$ cat src/rtl/hazard_scoreboard_unit.sv
// Purpose : per-register countdown scoreboard driving PC/IF-ID stall, ID/EX bubble and branch flushes.
// Latency : hazard outputs are combinational from ID fields and scoreboard state; scoreboard updates each clk.
// Backpressure: a hazard holds PC and IF/ID and bubbles ID/EX until every source is forwardable.
//
// Ports:
//   clk, rst_n                    pipeline clock, asynchronous active-low reset
//   id_valid/rs1/rs2/rs*_used     ID instruction source operands
//   id_rd/id_reg_write/id_class   ID destination and producer class (00/11 ALU, 01 load, 10 mul/div)
//   ex_branch_taken               EX resolved a taken branch; the ID instruction is squashed
//   pc_stall/ifid_stall           hold PC and IF/ID
//   idex_bubble                   insert a NOP into ID/EX
//   ifid_flush/idex_flush         squash IF/ID and ID/EX
//   stall_cycles                  saturating count of hazard-stalled cycles
module hazard_scoreboard_unit #(
   parameter int REG_CNT  = 32,
   parameter int REG_W    = 5,
   parameter int LOAD_LAT = 1,
   parameter int MUL_LAT  = 4,
   parameter int CNT_W    = 3,
   parameter int STAT_W   = 16
) (
   input  logic              clk,
   input  logic              rst_n,
   input  logic              id_valid,
   input  logic [REG_W-1:0]  id_rs1,
   input  logic [REG_W-1:0]  id_rs2,
   input  logic              id_rs1_used,
   input  logic              id_rs2_used,
   input  logic [REG_W-1:0]  id_rd,
   input  logic              id_reg_write,
   input  logic [1:0]        id_class,
   input  logic              ex_branch_taken,
   output logic              pc_stall,
   output logic              ifid_stall,
   output logic              idex_bubble,
   output logic              ifid_flush,
   output logic              idex_flush,
   output logic [STAT_W-1:0] stall_cycles
);

   // cnt[r]: cycles remaining before r's producer result can be forwarded; 0 = free.
   logic [CNT_W-1:0] cnt [REG_CNT];
   logic [CNT_W-1:0] lat;
   logic             raw;
   logic             waw;
   logic             hazard;
   logic             issue;

   always_comb begin
      lat = '0;
      case (id_class)
         2'b01:   lat = CNT_W'(LOAD_LAT);
         2'b10:   lat = CNT_W'(MUL_LAT);
         default: lat = '0;
      endcase
   end

   always_comb begin
      raw = (id_rs1_used && (id_rs1 != '0) && (cnt[id_rs1] != '0)) ||
            (id_rs2_used && (id_rs2 != '0) && (cnt[id_rs2] != '0));
      // A younger producer must not finish before an older one still in flight to the same rd.
      waw = id_reg_write && (id_rd != '0) && (cnt[id_rd] > lat);
      hazard = id_valid && (raw || waw);
      issue  = id_valid && !hazard && !ex_branch_taken;
   end

   // Branch squash outranks the stall: the stalled instruction is being discarded anyway.
   always_comb begin
      pc_stall    = 1'b0;
      ifid_stall  = 1'b0;
      idex_bubble = 1'b0;
      ifid_flush  = 1'b0;
      idex_flush  = 1'b0;
      if (ex_branch_taken) begin
         ifid_flush = 1'b1;
         idex_flush = 1'b1;
      end else if (hazard) begin
         pc_stall    = 1'b1;
         ifid_stall  = 1'b1;
         idex_bubble = 1'b1;
      end
   end

   always_ff @(posedge clk or negedge rst_n) begin
      if (!rst_n) begin
         for (int r = 0; r < REG_CNT; r++) begin
            cnt[r] <= '0;
         end
         stall_cycles <= '0;
      end else begin
         cnt[0] <= '0;
         for (int r = 1; r < REG_CNT; r++) begin
            // Issue load overrides the decrement; an ALU issue loads 0, freeing rd.
            if (issue && id_reg_write && (id_rd == REG_W'(r))) begin
               cnt[r] <= lat;
            end else if (cnt[r] != '0) begin
               cnt[r] <= cnt[r] - CNT_W'(1);
            end
         end
         if (hazard && !ex_branch_taken && (stall_cycles != '1)) begin
            stall_cycles <= stall_cycles + STAT_W'(1);
         end
      end
   end

endmodule

$ cat config.mk
export PLATFORM = sky130hd
export DESIGN_NAME = hazard_scoreboard_unit
export DESIGN_NICKNAME = d
export VERILOG_FILES = /design/src/rtl/hazard_scoreboard_unit.sv
export SDC_FILE = /design/constraint.sdc
export NUM_CORES = 1
export LEC_CHECK = 0
export CAP_MARGIN = 20
export CORE_ASPECT_RATIO = 1.4
export CORE_UTILIZATION = 30
export DETAILED_ROUTE_END_ITERATION = 8
export PLACE_DENSITY = 0.56
export SETUP_SLACK_MARGIN = 0.1
export SKIP_CTS_REPAIR_TIMING = 1
export SYNTH_ARGS = -nofsm -noshare
export SYNTH_HDL_FRONTEND = slang
export SYNTH_SLANG_ARGS = --single-unit
$ cat constraint.sdc
create_clock -name clk -period 25.1 [get_ports clk]
set_input_delay 7.53 -clock clk [delete_from_list [all_inputs] [get_ports clk]]
set_output_delay 7.53 -clock clk [all_outputs]
set_load 0.03 [all_outputs]
* Word-level counts from Yosys, hierarchy flattened
Cells that the tools add are included.
Word-level totals: input bits 24, word-level logic and storage cells 294, register bits after elaboration 109
Cells by class: bitwise gates (word level) 3, reductions and logical operators 114, equal/unequal tests 34, $lt $le $gt $ge 4, add/sub/neg operators 32, multiplexer cells 75
Operators by type and width (number):
- 3-bit two-way mux | 68
- 3-bit nonzero test | 33
- 3-bit by 1-bit subtractor with 3-bit output, second input constant | 31
- 5-bit == test, second input constant | 16
- 2-bit nonzero test | 31
- 3-bit binary-select mux with 5-bit select | 3
- 1-bit logical AND | 43
- 5-bit by 4-bit == test with 1-bit output, second input constant | 8
- 5-bit by 3-bit == test with 1-bit output, second input constant | 4
- 6-bit greater-or-equal comparator, second input constant | 3
- 5-bit inverter with 6-bit output | 3
- 16-bit by 1-bit adder with 16-bit output, second input constant | 1
- 16-bit != test, second input constant | 1
- 5-bit nonzero test | 3
- 5-bit by 2-bit == test with 1-bit output, second input constant | 2
- 3-bit case mux with 2 select lines | 1
- 5-bit by 1-bit == test with 1-bit output, second input constant | 1
- 3-bit greater-than comparator | 1
- 1-bit two-way mux | 3
- 2-bit by 1-bit == test with 1-bit output, second input constant | 1
- 2-bit == test, second input constant | 1
- 1-bit logical NOT | 2
- 1-bit logical OR | 2

* Logic depth before layout (Yosys ltp)
Gate-level depths: netlist (run 1).
depth after elaboration 15, mapped depth 19, mapped depth without buffers 15

* Worst setup path after synthesis (run 1)
No wires, ideal clock.
path kind input to output, start point input port id_rd[0], end point output port ifid_stall, path buffers 6, required time 17.570 ns, slack 5.732 ns, stages on the path 17, data arrival time 11.838 ns, path through clkbuf_1 > clkbuf_1 > buf_1 > mux4_2 > mux4_2 > nor2_1 > nor2_1 > ha_1 > nand2_1 > o21ai_0 > o211ai_1 > o311ai_0 > and3_1 > buf_2 > clkbuf_1 > nor2_1 > buf_4
On the way: word-level cells in the longest chain between the ends 10, elaborated cells between the ends (all ways) 12, classes of those cells order compare: 1; mux: 5; bitwise: 1; reduce/logical: 5
Ends and longest elaborated chain:
- from (decl) | line 29 | input logic [REG_W-1:0] id_rd,
- 5-bit inverter with 6-bit output (implied by the code) | line 62 | waw = id_reg_write && (id_rd != '0) && (cnt[id_rd] > lat);
- 3-bit binary-select mux with 5-bit select | line 62
- 3-bit two-way mux (implied by the code) (2 in series) | line 62
- 3-bit greater-than comparator | line 62
- 1-bit logical AND * | line 62
- 1-bit logical OR * | line 63 | hazard = id_valid && (raw || waw);
- 1-bit logical AND * | line 63
- 1-bit two-way mux * (2 in series)
- to (decl) | line 34 | output logic ifid_stall,
Every way passes the cells marked *; elsewhere a longest branch is shown, timed or not. The select of a mux whose other input is x is not followed.

* Final worst setup path (run 1)
start point input port id_rd[2], end point output port ifid_stall
On the way: word-level cells in the longest chain between the ends 10, elaborated cells between the ends (all ways) 12, classes of those cells order compare: 1; mux: 5; bitwise: 1; reduce/logical: 5
Ends and longest elaborated chain:
- 5-bit inverter with 6-bit output (implied by the code) | line 62
- 3-bit binary-select mux with 5-bit select | line 62
- 3-bit two-way mux (implied by the code) (2 in series) | line 62
- 3-bit greater-than comparator | line 62
- 1-bit logical AND * | line 62
- 1-bit logical OR * | line 63
- 1-bit logical AND * | line 63
- 1-bit two-way mux * | line 77 | end else if (hazard) begin
- 1-bit two-way mux * | line 74 | if (ex_branch_taken) begin
Marks and branches as above.

==> results.py, run 1 <==
metrics = {
    "critical_path": {
        "critical_path.max_fanout": 15,
        "cp_data_arrival_time_ns": 11.51,
        "worst_setup_path_end_kind": "output port",
        "critical_path_max_stage_delay_ns": 0.71,
        "worst_setup_path_start_kind": "primary input",
        "timing.reg2reg.setup_slack_ns": 21.01,
        "critical_path.cell_chain": "clkdlybuf4s50_1, and2_1, a22oi_1, o21ai_0, nand2_1, o2111ai_1, a221o_1, mux2i_1, ha_1, inv_1, o21ai_0, o211ai_1, o311ai_0, and3_1, nor2_1, clkdlybuf4s50_1",
        "critical-path-top-delay-family": "buffers and inverters",
        "worstSetupPathType": "in -> out",
        "crit_path_top_delay_cell": "sky130_fd_sc_hd__clkdlybuf4s50_1",
        "critical_path_required_ns": 17.57,
        "timing.critical_path.buf_inv": 3,
    },
    "power": {
        "totalPowerFinal_mw": 1.07,
        "power.net_switching_mw": 0.450,
        "switching_share": 0.422,
        "seqPwrFrac": 0.368,
        "p_clk_frac": 0.152,
        "power_per_cell_area_nw_per_um2": 114,
        "power.internal_mw": 0.616,
        "combinationalPowerShare": 0.480,
        "max-vdd-ir-drop_v": 0.0000664,
        "static-leakage-power_nw": 4.16,
    },
    "clock_tree": {
        "tritoncts_num_sinks": 109,
        "tritoncts": "yes",
        "worstSkewPairLatency_ns": 0.37,
        "htree_levels": 3,
        "cts_root_buffer": "sky130_fd_sc_hd__clkbuf_16",
        "clk_transition_reported_paths_ns": 0.07,
        "cts_buffer_depth": 2,
        "cts_buffer_count": 9,
    },
    "drt": {
        "vias_per_inst": 5.26,
        "detailroute.via_count": 6626,
        "wl_per_instance_um": 18.6,
        "drt_first_iter_violations": 475,
        "postRouteWirelength_mm": 23.4,
        "drc": 0,
        "detail-route-antenna-nets": 0,
        "drt_first_pass_iters": 5,
    },
    "logic_synthesis": {
        "synth.yosys.warnings": 0,
        "synth_largest_area_cell": "sky130_fd_sc_hd__dfrtp_1",
        "avg_cell_area_syn_um2": 9.52,
        "syn_area_um2": 8230,
        "synth-edff-count": 0,
        "ys_types": 52,
        "yosys-top-cells-area": "sky130_fd_sc_hd__dfrtp_1 33%, sky130_fd_sc_hd__mux2i_1 11%, sky130_fd_sc_hd__ha_1 9.9%",
        "ys_seq_elements": 109,
        "synth-seq-area-share": 0.332,
        "synthesis.instances": 864,
        "synth_top_flop_cell": "sky130_fd_sc_hd__dfrtp_1",
        "net_count_after_synthesis": 953,
        "synth_largest_type_area_fraction": 0.332,
        "synth_async_sr_flop_share": 1.00,
    },
    "cells_and_area": {
        "fillers": 2722,
        "areaGrowthSynthToFinish_pct": 13.6,
        "post_layout_nonfiller_instances": 1259,
        "num-nets-final": 978,
        "antenna_cells_inserted": 0,
        "final_layout_size_suffix_gt1_frac": 0.0682,
    },
    "place": {
        "dp_cells": 1243,
        "port_buffers": 44,
        "gp_congestion": 0.913,
        "hpwl_mm": 17.3,
    },
    "timing": {
        "final_cycle_share": 0.759,
        "max_freq_mhz": 52.5,
        "setup_failing_eps_final": 0,
        "period_needed_ns": 19.04,
        "final_hold_viol_count": 0,
        "worst-slew-pin-transition_ns": 1.10,
        "worst_clock_skew_ns": 0.0146,
        "timing_max_transition_violations_final": 0,
        "rsz0062_at_grt": "false",
        "maxSlewHeadroom": 0.267,
        "setup-tns-final_ns": 0,
        "worst_hold_slack_ns": 0.494,
    },
    "min_path": {
        "worstHoldPathType": "reg -> reg",
    },
    "global_routing": {
        "grt_max_degree": 63,
        "top_usage_layer": "met2",
        "groute.layer.met2.usage": 0.317,
        "grt_antenna_before_repair": 0,
        "grt_overflow": 0,
        "grt.met3_usage": 0.0266,
        "grt_pass1_vias": 6789,
        "track_usage": 0.174,
        "global_route.usage.met1": 0.191,
        "grt_first_pass_wirelength_mm": 37.2,
    },
    "floorplan": {
        "core_area_um2": 26900,
        "initial_utilization": 0.306,
        "die_height_um": 198,
        "fp-row-count": 71,
        "io_count": 45,
        "die_area_um2": 28100,
        "die_width_um": 142,
    },
    "job": {
        "cap_viol_max_count": 0,
    },
    "run_status": {
        "result_of_the_run": "complete, no violations",
    },
}
## cell type report
class / instances / area, µm² / share of cell area
multi-input combinational: 643 / 5060 / 0.541
clock inverter: 6 / 95.1 / 0.0102
inverter: 73 / 274 / 0.0293
tap: 365 / 457 / 0.0489
sequential: 109 / 2730 / 0.292
timing repair buffer: 53 / 498 / 0.0533
clock buffer: 10 / 239 / 0.0256
## power groups by stage
stage               clock network (mW)  logic (mW)  registers, mW
floorplan                            0       0.410          0.346
global placement                     0       0.499          0.394
detailed placement                   0       0.514          0.393
CTS                              0.166       0.517          0.391
global route                     0.172       0.588          0.403
finish                           0.162       0.511          0.392
## flip-flops by register name (all words and copies together) (netlist names)
name / cells
cnt: 93
stall_cycles: 16
## placed cells by master (no fill, tap or decap), drive strengths merged, types with 31 or more instances in the layout
cell type and n:
o21ai 38, nor2 55, xnor2 38, and2 31, nor3 41, nand2 51, nor2b 35, dfrtp 109
clkdlybuf4s50 42, nand4 32, ha 65, inv 74, mux2i 94
## kinds of logic after synthesis
kind of cell	count (synthesis)	synth area share
buffers and inverters	112	0.0535
AND/OR/NAND/NOR	317	0.206
AO/OA/AOI/OAI	92	0.0697
XOR/XNOR	44	0.0469
flip-flops	109	0.332
adder cells (fa/ha/maj)	65	0.0989
multiplexers	125	0.194
## cell usage after synthesis (3+ instances only)
library cell	number
sky130_fd_sc_hd__nand3_1	14
sky130_fd_sc_hd__dfrtp_1	109
sky130_fd_sc_hd__nand4_1	32
sky130_fd_sc_hd__nor3_1	41
sky130_fd_sc_hd__nand3b_1	4
sky130_fd_sc_hd__xor2_1	6
sky130_fd_sc_hd__xnor2_1	38
sky130_fd_sc_hd__mux4_2	27
sky130_fd_sc_hd__nor4_1	27
sky130_fd_sc_hd__buf_1	3
sky130_fd_sc_hd__and2_1	31
sky130_fd_sc_hd__a21oi_1	17
sky130_fd_sc_hd__nand2b_1	6
sky130_fd_sc_hd__nor2_1	55
sky130_fd_sc_hd__nor2b_1	35
sky130_fd_sc_hd__o21ai_0	38
sky130_fd_sc_hd__nand2_1	51
sky130_fd_sc_hd__a211oi_1	9
sky130_fd_sc_hd__ha_1	65
sky130_fd_sc_hd__nor4b_1	3
sky130_fd_sc_hd__a2111oi_0	3
sky130_fd_sc_hd__o311ai_0	3
sky130_fd_sc_hd__inv_1	72
sky130_fd_sc_hd__clkbuf_1	30
sky130_fd_sc_hd__buf_4	5
sky130_fd_sc_hd__mux2i_1	94
sky130_fd_sc_hd__and4_1	3
sky130_fd_sc_hd__mux2_2	4
sky130_fd_sc_hd__or4_1	5
sky130_fd_sc_hd__a31oi_1	3
## path summary, 6_finish.rpt
check	start	endpoint	depth (start not counted)
max in group asynchronous	rst_n	cnt[50]	2
setup / recovery	id_rd[2]	ifid_stall	16
hold reg to reg	stall_cycles[10]	stall_cycles[10]	1
min in group asynchronous	rst_n	cnt[11]	1
hold / removal	stall_cycles[10]	stall_cycles[10]	1
setup reg to reg	cnt[2]	cnt[61]	12
## per-stage QoR
stage	setup slack [ns]	area, µm²	utilization
floorplan	5.73	8230	-
global placement	6.09	9010	0.335
detailed placement	6.07	9010	0.335
CTS	6.08	9350	0.347
global route	5.80	9350	0.347
finish	6.06	9350	0.347
## routing by layer
metal / part of all wire / up-vias
li1: - / 3134
met1: 0.39 / 3237
met2: 0.52 / 196
met3: 0.041 / 59
met4: 0.049 / 0
met5: 0 / -
(Power assumes the default switching activity.)
==> inputs of run 2 (changes only) <==
==> constraint.sdc (replaced) <==
create_clock -name clk -period 19.8 [get_ports clk]
set_input_delay 5.94 -clock clk [delete_from_list [all_inputs] [get_ports clk]]
set_output_delay 5.94 -clock clk [all_outputs]
set_load 0.03 [all_outputs]
==> results.py, run 2 (same netlist as run 1, synthesis figures left out) <==
metrics = {
    "cells_and_area": {
        "layout.cells.most_common_list": "109 x sky130_fd_sc_hd__dfrtp_1, 94 x sky130_fd_sc_hd__mux2i_1, 72 x sky130_fd_sc_hd__inv_1",
        "layout.cells.most_common": "sky130_fd_sc_hd__dfrtp_1",
        "sequential_cell_area_um2": 2730,
        "multiInputGateArea_um2": 5060,
        "areaGrowthSynthToFinish_pct": 13.4,
        "final_layout_size_suffix_gt1_frac": 0.0682,
        "num-nets-final": 978,
        "fillers": 2727,
        "largest_register_ffs": 93,
        "finish.utilization": 0.346,
        "top_regs": "cnt (93), stall_cycles (16)",
        "antenna_cells_inserted": 0,
        "post_layout_nonfiller_instances": 1259,
        "design_area_um2": 9320,
        "registers.top_by_ff_count": "cnt",
    },
    "critical_path": {
        "crit_cells": 16,
        "r2r_startpoint": "cnt[2]",
        "crit_path_top_delay_cell": "sky130_fd_sc_hd__clkdlybuf4s50_1",
        "timing.critical_path.buf_inv": 3,
        "worst_setup_path_end_kind": "output port",
        "rr_endpoint": "cnt[10]",
        "worst_setup_path_start_kind": "primary input",
        "worst-r2r-cell-count": 13,
        "critical_path.endpoint": "ifid_stall",
        "critical_path_max_stage_delay_ns": 0.72,
        "critical_path.cell_chain": "clkdlybuf4s50_1, and2_1, a22oi_1, o21ai_0, nand2_1, o2111ai_1, a221o_1, mux2i_1, ha_1, inv_1, o21ai_0, o211ai_1, o311ai_0, and3_1, nor2_1, clkdlybuf4s50_1",
        "critical_path.max_fanout": 15,
        "critical-path-top-delay-family": "buffers and inverters",
        "worstSetupPathType": "in -> out",
        "critical_path.startpoint": "id_rd[2]",
        "critical_path_required_ns": 13.86,
        "cp_data_arrival_time_ns": 9.97,
        "timing.reg2reg.setup_slack_ns": 15.69,
    },
    "floorplan": {
        "die_height_um": 198,
        "core_area_um2": 26900,
        "initial_utilization": 0.306,
        "die_area_um2": 28100,
        "die_width_um": 142,
        "fp-row-count": 71,
        "io_count": 45,
    },
    "place": {
        "hpwl_mm": 17.3,
        "dp_cells": 1243,
        "port_buffers": 44,
        "pre_cts_worst_setup_slack_ns": 3.96,
        "post_dp_cell_area_um2": 9010,
        "gp_congestion": 0.913,
    },
    "timing": {
        "max_freq_mhz": 62.9,
        "final_hold_viol_count": 0,
        "period_needed_ns": 15.91,
        "worst-slew-pin-transition_ns": 1.11,
        "maxSlewHeadroom": 0.260,
        "worst_clock_skew_ns": 0.0130,
        "timing_max_transition_violations_final": 0,
        "fin_ws_ns": 3.89,
        "worst_hold_slack_ns": 0.491,
        "rsz0062_at_grt": "false",
        "setup-tns-final_ns": 0,
        "setup_failing_eps_final": 0,
        "final_cycle_share": 0.804,
    },
    "drt": {
        "drt_first_pass_iters": 5,
        "detail-route-antenna-nets": 0,
        "drc": 0,
        "wl_per_instance_um": 18.7,
        "postRouteWirelength_mm": 23.5,
        "drt_first_iter_violations": 435,
        "vias_per_inst": 5.31,
        "detailroute.via_count": 6680,
    },
    "clock_tree": {
        "tritoncts_num_sinks": 109,
        "cts_buffer_depth": 2,
        "htree_levels": 3,
        "tritoncts": "yes",
        "worstSkewPairLatency_ns": 0.37,
        "cts_root_buffer": "sky130_fd_sc_hd__clkbuf_16",
        "clk_transition_reported_paths_ns": 0.08,
        "cts_buffer_count": 9,
    },
    "run_status": {
        "result_of_the_run": "complete, no violations",
    },
    "global_routing": {
        "grt_antenna_before_repair": 0,
        "grt_overflow": 0,
        "grt_pass1_vias": 6814,
        "grt_max_degree": 63,
        "track_usage": 0.175,
        "grt_first_pass_wirelength_mm": 37.3,
    },
    "power": {
        "power_per_cell_area_nw_per_um2": 144,
        "totalPowerFinal_mw": 1.34,
        "static-leakage-power_nw": 4.15,
        "max-vdd-ir-drop_v": 0.0000793,
    },
    "min_path": {
        "worstHoldPathType": "reg -> reg",
    },
    "job": {
        "cap_viol_max_count": 0,
    },
}
-- run 2: cell count changes in the layout (fill, tap and decap cells not counted) --
| cell | delta |
|---|---|
| sky130_fd_sc_hd__bufinv_16 | -1 |
| sky130_fd_sc_hd__clkinv_4 | -1 |
| sky130_fd_sc_hd__clkinvlp_4 | +2 |
-- run 2: final cells by class --
cell class | count | area share
multi-input combinational | 643 | 0.542
sequential | 109 | 0.293
clock inverter | 6 | 0.00765
timing repair buffer | 53 | 0.0534
inverter | 73 | 0.0294
clock buffer | 10 | 0.0256
tap | 365 | 0.0490
-- run 2: where the power goes --
| part | switching, mW | leakage, nW | total [mW] | internal (mW) |
|---|---|---|---|---|
| sequential | 0.163 | 1.32 | 0.498 | 0.335 |
| clock | 0.0912 | 0.145 | 0.194 | 0.103 |
| combinational | 0.321 | 2.68 | 0.651 | 0.330 |
| total | 0.575 | 4.15 | 1.34 | 0.768 |
-- run 2: how the worst min path moves through the flow --
| stage | end | cells past startpoint | from | slack (ns) |
|---|---|---|---|---|
| after detailed placement | stall_cycles[10] | 1 | stall_cycles[10] | 0.48 |
| after floorplan | cnt[16] | 2 | cnt[16] | 0.53 |
| final | stall_cycles[10] | 1 | stall_cycles[10] | 0.49 |
| after global routing | stall_cycles[10] | 1 | stall_cycles[10] | 0.51 |
| after global placement | stall_cycles[10] | 1 | stall_cycles[10] | 0.49 |
| after CTS | stall_cycles[10] | 1 | stall_cycles[10] | 0.50 |
-- run 2: routing by layer --
| layer | vias to the layer above | routed length (µm) | GRT usage | part of all wire |
|---|---|---|---|---|
| met1 | 3268 | 9390 | 0.193 | 0.40 |
| li1 | 3140 | - | - | - |
| met5 | - | 0 | 0 | 0 |
| met2 | 217 | 12200 | 0.322 | 0.52 |
| met3 | 55 | 928 | 0.0244 | 0.039 |
| met4 | 0 | 964 | 0.0940 | 0.041 |
